`src/rtl/rps_match_scorer.sv`:
```
//------------------------------------------------------------------------------
// Module      : rps_match_scorer
// Description : Match scorer for the stone-paper-scissors round arbiter.
//               Accepts one ASCII round result per valid/ready handshake
//               (0x00 tie, 0x31 P1, 0x32 P2, anything else invalid). It keeps
//               per-player scores, a round count and an error count. It
//               declares a winner on first-to-WIN_TARGET and then holds the
//               result until match_clear or reset.
// Optional    : `define DRAW_LIMIT_EN ends the match as a draw (winner 2'b11)
//               when the valid-round count reaches MAX_ROUNDS with no winner.
// Ports       : clk, rst_n (async, active low), ena (block enable)
//               result_code/result_valid/result_ready : result handshake
//               match_clear                           : synchronous restart
//               p1_score, p2_score, round_cnt, err_cnt, last_result,
//               match_over, match_winner              : display outputs
// Revision    : 1.0 - initial release
//------------------------------------------------------------------------------
`default_nettype none

module rps_match_scorer #(
   parameter int WIN_TARGET = 3,
   parameter int SCORE_W    = 4,
   parameter int MAX_ROUNDS = 15
) (
   input  logic               clk,
   input  logic               rst_n,
   input  logic               ena,
   input  logic [7:0]         result_code,
   input  logic               result_valid,
   output logic               result_ready,
   input  logic               match_clear,
   output logic [SCORE_W-1:0] p1_score,
   output logic [SCORE_W-1:0] p2_score,
   output logic [7:0]         round_cnt,
   output logic [3:0]         err_cnt,
   output logic [1:0]         last_result,
   output logic               match_over,
   output logic [1:0]         match_winner
);

   localparam logic [SCORE_W-1:0] c_WIN_SCORE = SCORE_W'(WIN_TARGET);

   // Elaboration-time parameter legality checks.
   if ((WIN_TARGET < 1) || (WIN_TARGET > (2**SCORE_W - 1))) begin : g_chk_win
      $error("rps_match_scorer: WIN_TARGET out of range");
   end
   if ((MAX_ROUNDS < 1) || (MAX_ROUNDS > 255)) begin : g_chk_max
      $error("rps_match_scorer: MAX_ROUNDS out of range");
   end

   typedef enum logic [0:0] {
      ST_PLAY = 1'b0,
      ST_DONE = 1'b1
   } state_t;

   state_t             state_q, state_d;
   logic [SCORE_W-1:0] p1_q, p1_d, p2_q, p2_d;
   logic [SCORE_W-1:0] p1_inc, p2_inc;
   logic [7:0]         round_q, round_d, round_inc;
   logic [3:0]         err_q, err_d, err_inc;
   logic [1:0]         last_q, last_d;
   logic [1:0]         winner_q, winner_d;
   logic               accept;
   logic               player_win;

   assign result_ready = ena & (state_q == ST_PLAY);
   assign accept       = result_valid & result_ready;

   // Saturating increments; scores cannot wrap because reaching
   // WIN_TARGET ends the match.
   assign p1_inc    = p1_q + SCORE_W'(1);
   assign p2_inc    = p2_q + SCORE_W'(1);
   assign round_inc = (round_q == 8'hFF) ? round_q : round_q + 8'd1;
   assign err_inc   = (err_q == 4'hF) ? err_q : err_q + 4'd1;

   always_comb begin
      state_d    = state_q;
      p1_d       = p1_q;
      p2_d       = p2_q;
      round_d    = round_q;
      err_d      = err_q;
      last_d     = last_q;
      winner_d   = winner_q;
      player_win = 1'b0;

      // Clear outranks a same-cycle accept: that result is dropped.
      if (match_clear) begin
         state_d  = ST_PLAY;
         p1_d     = '0;
         p2_d     = '0;
         round_d  = '0;
         err_d    = '0;
         last_d   = 2'b00;
         winner_d = 2'b00;
      end else if (accept) begin
         case (result_code)
            8'h00: begin
               last_d  = 2'b00;
               round_d = round_inc;
            end
            8'h31: begin
               last_d  = 2'b01;
               round_d = round_inc;
               p1_d    = p1_inc;
               if (p1_inc == c_WIN_SCORE) begin
                  player_win = 1'b1;
                  winner_d   = 2'b01;
                  state_d    = ST_DONE;
               end
            end
            8'h32: begin
               last_d  = 2'b10;
               round_d = round_inc;
               p2_d    = p2_inc;
               if (p2_inc == c_WIN_SCORE) begin
                  player_win = 1'b1;
                  winner_d   = 2'b10;
                  state_d    = ST_DONE;
               end
            end
            default: begin
               last_d = 2'b11;
               err_d  = err_inc;
            end
         endcase
`ifdef DRAW_LIMIT_EN
         // Only a valid round can hit the limit; a win on that same round
         // takes precedence over the draw.
         if ((last_d != 2'b11) && !player_win && (round_d == 8'(MAX_ROUNDS))) begin
            winner_d = 2'b11;
            state_d  = ST_DONE;
         end
`endif
      end
   end

   always_ff @(posedge clk or negedge rst_n) begin
      if (!rst_n) begin
         state_q  <= ST_PLAY;
         p1_q     <= '0;
         p2_q     <= '0;
         round_q  <= '0;
         err_q    <= '0;
         last_q   <= 2'b00;
         winner_q <= 2'b00;
      end else begin
         state_q  <= state_d;
         p1_q     <= p1_d;
         p2_q     <= p2_d;
         round_q  <= round_d;
         err_q    <= err_d;
         last_q   <= last_d;
         winner_q <= winner_d;
      end
   end

   assign p1_score     = p1_q;
   assign p2_score     = p2_q;
   assign round_cnt    = round_q;
   assign err_cnt      = err_q;
   assign last_result  = last_q;
   assign match_over   = (state_q == ST_DONE);
   assign match_winner = winner_q;

endmodule

`default_nettype wire

```
`config.mk`:
```
export PLATFORM = sky130hd
export DESIGN_NAME = rps_match_scorer
export DESIGN_NICKNAME = d
export VERILOG_FILES = /design/src/rtl/rps_match_scorer.sv
export SDC_FILE = /design/constraint.sdc
export NUM_CORES = 1
export LEC_CHECK = 0
export BUFFER_PORTS_ARGS = -buffer_cell sky130_fd_sc_hd__buf_2
export CAP_MARGIN = 15
export CORE_AREA = 2 2 62 52
export CTS_BUF_LIST = sky130_fd_sc_hd__clkbuf_8
export DETAILED_ROUTE_END_ITERATION = 6
export DIE_AREA = 0 0 64 54
export GPL_TIMING_DRIVEN = 1
export PLACE_DENSITY = 0.76
export REMOVE_ABC_BUFFERS = 1
export SLEW_MARGIN = 25
export SYNTH_ARGS = -nofsm -noshare
export SYNTH_HDL_FRONTEND = slang
export SYNTH_SLANG_ARGS = --single-unit
```
`constraint.sdc`:
```
create_clock -name clk -period 3.05 [get_ports clk]
set_clock_uncertainty 0.2 [all_clocks]
set_input_delay 0.4575 -clock clk [delete_from_list [all_inputs] [get_ports clk]]
set_output_delay 0.4575 -clock clk [all_outputs]
set_load 0.02 [all_outputs]
```
### Word level (Yosys, flattened, before mapping)

Cells that the tools add are included.
Widths: inputs -> output; s select.

* reductions and logical operators: 12
* $add $sub $neg: 4
* bitwise operators: 3
* muxes and demuxes: 27
* equal/unequal tests: 11

Operators by type and width (count)
* $mux 4: 10
* $mux 8: 4
* $eq 8x6->1 const B: 2
* $add 4x1->4 const B: 3
* $mux 2: 6
* $add 8x1->8 const B: 1
* $eq 4x2->1 const B: 2
* $eq 8x8->1 const B: 1
* $logic_not 8->1: 1
* $reduce_bool 2->1: 4
* $ne 3x3->1 const B: 2
* $pmux 2 s3: 1
* $reduce_and 3->1: 2
* $eq 4x4->1 const B: 1
* $mux 1: 4
* $ne 2x2->1 const B: 2
* $pmux 2 s2: 1
* $reduce_and 2->1: 2
* $reduce_and 4->1: 1
* $reduce_bool 3->1: 1
* $reduce_or 3->1: 1
* $and 1x1->1: 2
* $ne 2x1->1 const B: 1
* $pmux 1 s2: 1
* $not 1->1: 1

* register bits: 25
* word-level logic and storage cells: 64

### Depth between registers and ports, before layout

* depth after elaboration: 6
* gate-level depth with buffers: 6

### Worst setup path after synthesis

No wires, ideal clock.

* path type: input to register
* start point: in result_code[7]
* end point: reg p1_q[3], in the netlist p1_score[3]
* setup time: 78 ps
* stages: 5
* slack: 750 ps
* buffers on the path: 1
* arrival: 2022 ps
* path through: or4_4 buf_6 or4_4 or3_1 a21oi_1

* cells in the longest elaborated chain, start to end: 3

RTL lines
* from (decl): line 28 `input logic [7:0] result_code,`
* $eq 8x6->1: line 96 `case (result_code)`
* $reduce_bool 2->1 (no source line)
* $reduce_and 2->1 (no source line)
* to (signal assigned): line 148 `p1_q <= p1_d;`
* to (decl): line 57 `logic [SCORE_W-1:0] p1_q, p1_d, p2_q, p2_d;`

No other way between the ends.
A chain may end at the register's enable or synchronous reset.

### Worst setup path in the final report

* start point: reg p1_q[0], in the netlist p1_score[0]
* end point: reg state_q, in the netlist match_over

* cells in the longest elaborated chain, start to end: 4

RTL lines
* $add 4x1->4: line 71 `assign p1_inc = p1_q + SCORE_W'(1);`
* $eq 4x2->1: line 105 `if (p1_inc == c_WIN_SCORE) begin`
* $ne 3x3->1 (no source line)
* $reduce_and 4->1 (no source line)
* to (signal assigned): line 147 `state_q <= state_d;`
* to (decl): line 56 `state_t state_q, state_d;`

No other way between the ends.

==> run metrics <==
status completed; Hold Crit Depth 4; PwrDens 345 nW/um^2; gr ovfl total 0; initial antenna violation count 0; Avg Cell Area, Syn ~9.7 um^2; met1 WL 1.43 mm; Routed Wire Length 3.00 mm; Worst-Skew Late Latency about 0.28 ns; GRT Util Overall 0.202; Async SR Flop Fraction 1.00; total CTS buffers 3; Max Slew Vio Count 0; die width between 60 and 70 um; GP Congestion roughly 0.83; post-route clock period utilization 0.761; Max rail drop VDD between 0.0002 and 0.0003 V; met2 WL post-DR ~1.4 mm; clk sinks 25; Post-synth EDFFs 0; antenna-violating nets left 0; Crit path max-delay family simple AND/OR/NAND/NOR gates; vias per cell roughly 5.5; share of layout cells above drive strength 1 0.274; drc violations 0; critical path's slowest cell or4b_2; Worst EP arrival approximately 2.3 ns; number of synthesized register bits 25; IO Count 39; Post CTS Setup Buffer Count 0; initial core utilization 0.503; first-pass GRT wire length roughly 5.3 mm; met3 WL post-DR between 150 and 200 um; WP depth 5; slowest cell delay on critical path slightly below 0.7 ns; Max Cap Viol 0; core area approximately 2900 um^2; startpoint types flip-flop; Max Freq about 430 MHz; Wirelength per Cell around 13 um; setup violators final 0; cell count after synthesis 151; clock-pin transition on the worst setup and hold timing paths 0.09 ns; Crit. End Element flip-flop; Max-slew headroom 0.641; CTS tree done; actual slew at the worst max-slew pin between 0.5 and 0.6 ns; Post-synth top flop dfrtp_1; Yosys warning count 0; crit-path cells ha_1 > or4b_2 > a21oi_1 > o21ai_0 > o31ai_1; layout overhead on the synthesized area 18.9%; sequential area share after synthesis 0.428; Tmin final about 2.3 ns; Worst Setup Path Type flip-flop to flip-flop; clock tree buffer depth 2; vias in the first global route 1210; commonest cells in the netlist 25 x dfrtp_1, 20 x nor2_1, 11 x xor2_1; Cell Area, Synth about 1500 um^2; CTS root buffer clkbuf_8; die area between 3000 and 4000 um^2; DR iter-0 viols 47; total number of vias about 1300; top-count cell post-synth dfrtp_1; leading post-synthesis cells by cell area dfrtp_1 43%, xor2_1 6.6%, ha_1 5.1%; Final HPWL DP approximately 2.3 mm; top sig layer met4; Leakage Power about 0.00085 uW; Critical Path RT around 3.0 ns; largest net degree at the start of global routing 27; Ant. Diodes 0; DRT Pass-1 Iters 4; I/O Buffers 38; crit path buf inv count 0; number of distinct library cells after synthesis 43; Core Util, Final 0.599; Die Span Y 54 um; Synth area leader dfrtp_1; # rows 18; H-tree Lvls 1; FF-to-FF path depth 5; CP max FO 7; unrepaired setup endpoints after global routing false; final count of hold timing violations 0; worst hold-check path type input pin to flip-flop; fin nets 210; Setup Total Neg Slack 0 ns; share of the synthesized area in the top cell type 0.428
sequential cells by signal, summed over array words and instances (netlist names):
signal and flops:
err_cnt 4, last_result 2, p1_score 4, match_winner 2, match_over 1, p2_score 4
round_cnt 8
final timing paths:
check                                      from               to  slack (ns)
worst max register to register      p1_score[0]       match_over        0.73
min in group asynchronous                 rst_n     round_cnt[0]        0.49
worst max-delay path                p1_score[0]       match_over        0.73
worst min-delay path             result_code[0]  match_winner[1]        0.32
max in group asynchronous                 rst_n       match_over        1.80
worst min register to register  match_winner[0]  match_winner[0]        0.35
tightest hold or removal path: cells and delay by family:
family / cells / cell delay [ns]
AOI/OAI and AO/OA: 1 / 0.06
buffers and inverters: 1 / 0.12
and+or+nand+nor: 2 / 0.13
metrics by stage:
stage                     power (uW)  hold WS [ns]  cells  setup slack [ns]  cell area (um^2)
after global routing             628         0.347    230             0.515              1740
after CTS                        609         0.315    230             0.694              1740
after floorplan                  368       -0.0381    147             0.808              1440
after global placement           397         0.282    225             0.639              1680
after detailed placement         398         0.282    225             0.604              1680
final                            600         0.316    230             0.728              1740
kinds of logic after synthesis:
kind of cell	count (synthesis)	share of synthesized area
and+or+nand+nor	72	0.271
DFF	25	0.428
AOI/OAI and AO/OA	21	0.115
xor gates and xnor gates	14	0.0838
buffers and inverters	10	0.0308
adders and majority gates	6	0.0513
muxes	3	0.0205
cell usage in the layout, fill, tap and decap left out, drive strengths merged, types with 2 or more instances in the layout:
cell type / Yosys / final
xnor2: 3 / 3
nand4: 4 / 4
inv: 6 / 6
nor3: 5 / 5
nand2b: 2 / 2
a21oi: 6 / 6
nand3: 8 / 8
clkbuf: 2 / 3
nand4b: 2 / 2
ha: 6 / 6
mux2i: 3 / 3
buf: 2 / 38
and3: 5 / 5
nor4: 2 / 2
nor2: 20 / 20
and2: 3 / 3
or4: 3 / 3
nand2: 9 / 9
dfrtp: 25 / 25
a211oi: 2 / 2
xor2: 11 / 11
a31o: 3 / 3
o21ai: 2 / 2
nor2b: 2 / 2
layout make-up:
class	instances	area, um^2
clock inverters	1	7.51
repair buffers	39	200
multi-input cells	116	792
inverters	6	22.5
fillers	263	1170
clock buffers	3	41.3
well taps	40	50.0
flip-flops and latches	25	626
report_power, final:
part	switching [uW]	internal, uW
clock	115	92.9
sequential	2.97	335
combinational	35.6	18.5
routing by layer:
layer / global-route usage / vias to the layer above
li1: - / 615
met1: 0.254 / 600
met2: 0.342 / 33
met3: 0.0586 / 6
met4: 0.0616 / 0
met5: 0 / -
what timing repair did:
item                                   CTS  global route
endpoints found under the hold margin   25             0
hold buffers                             1             0
resized for setup                        0             0
(Power assumes the default switching activity.)
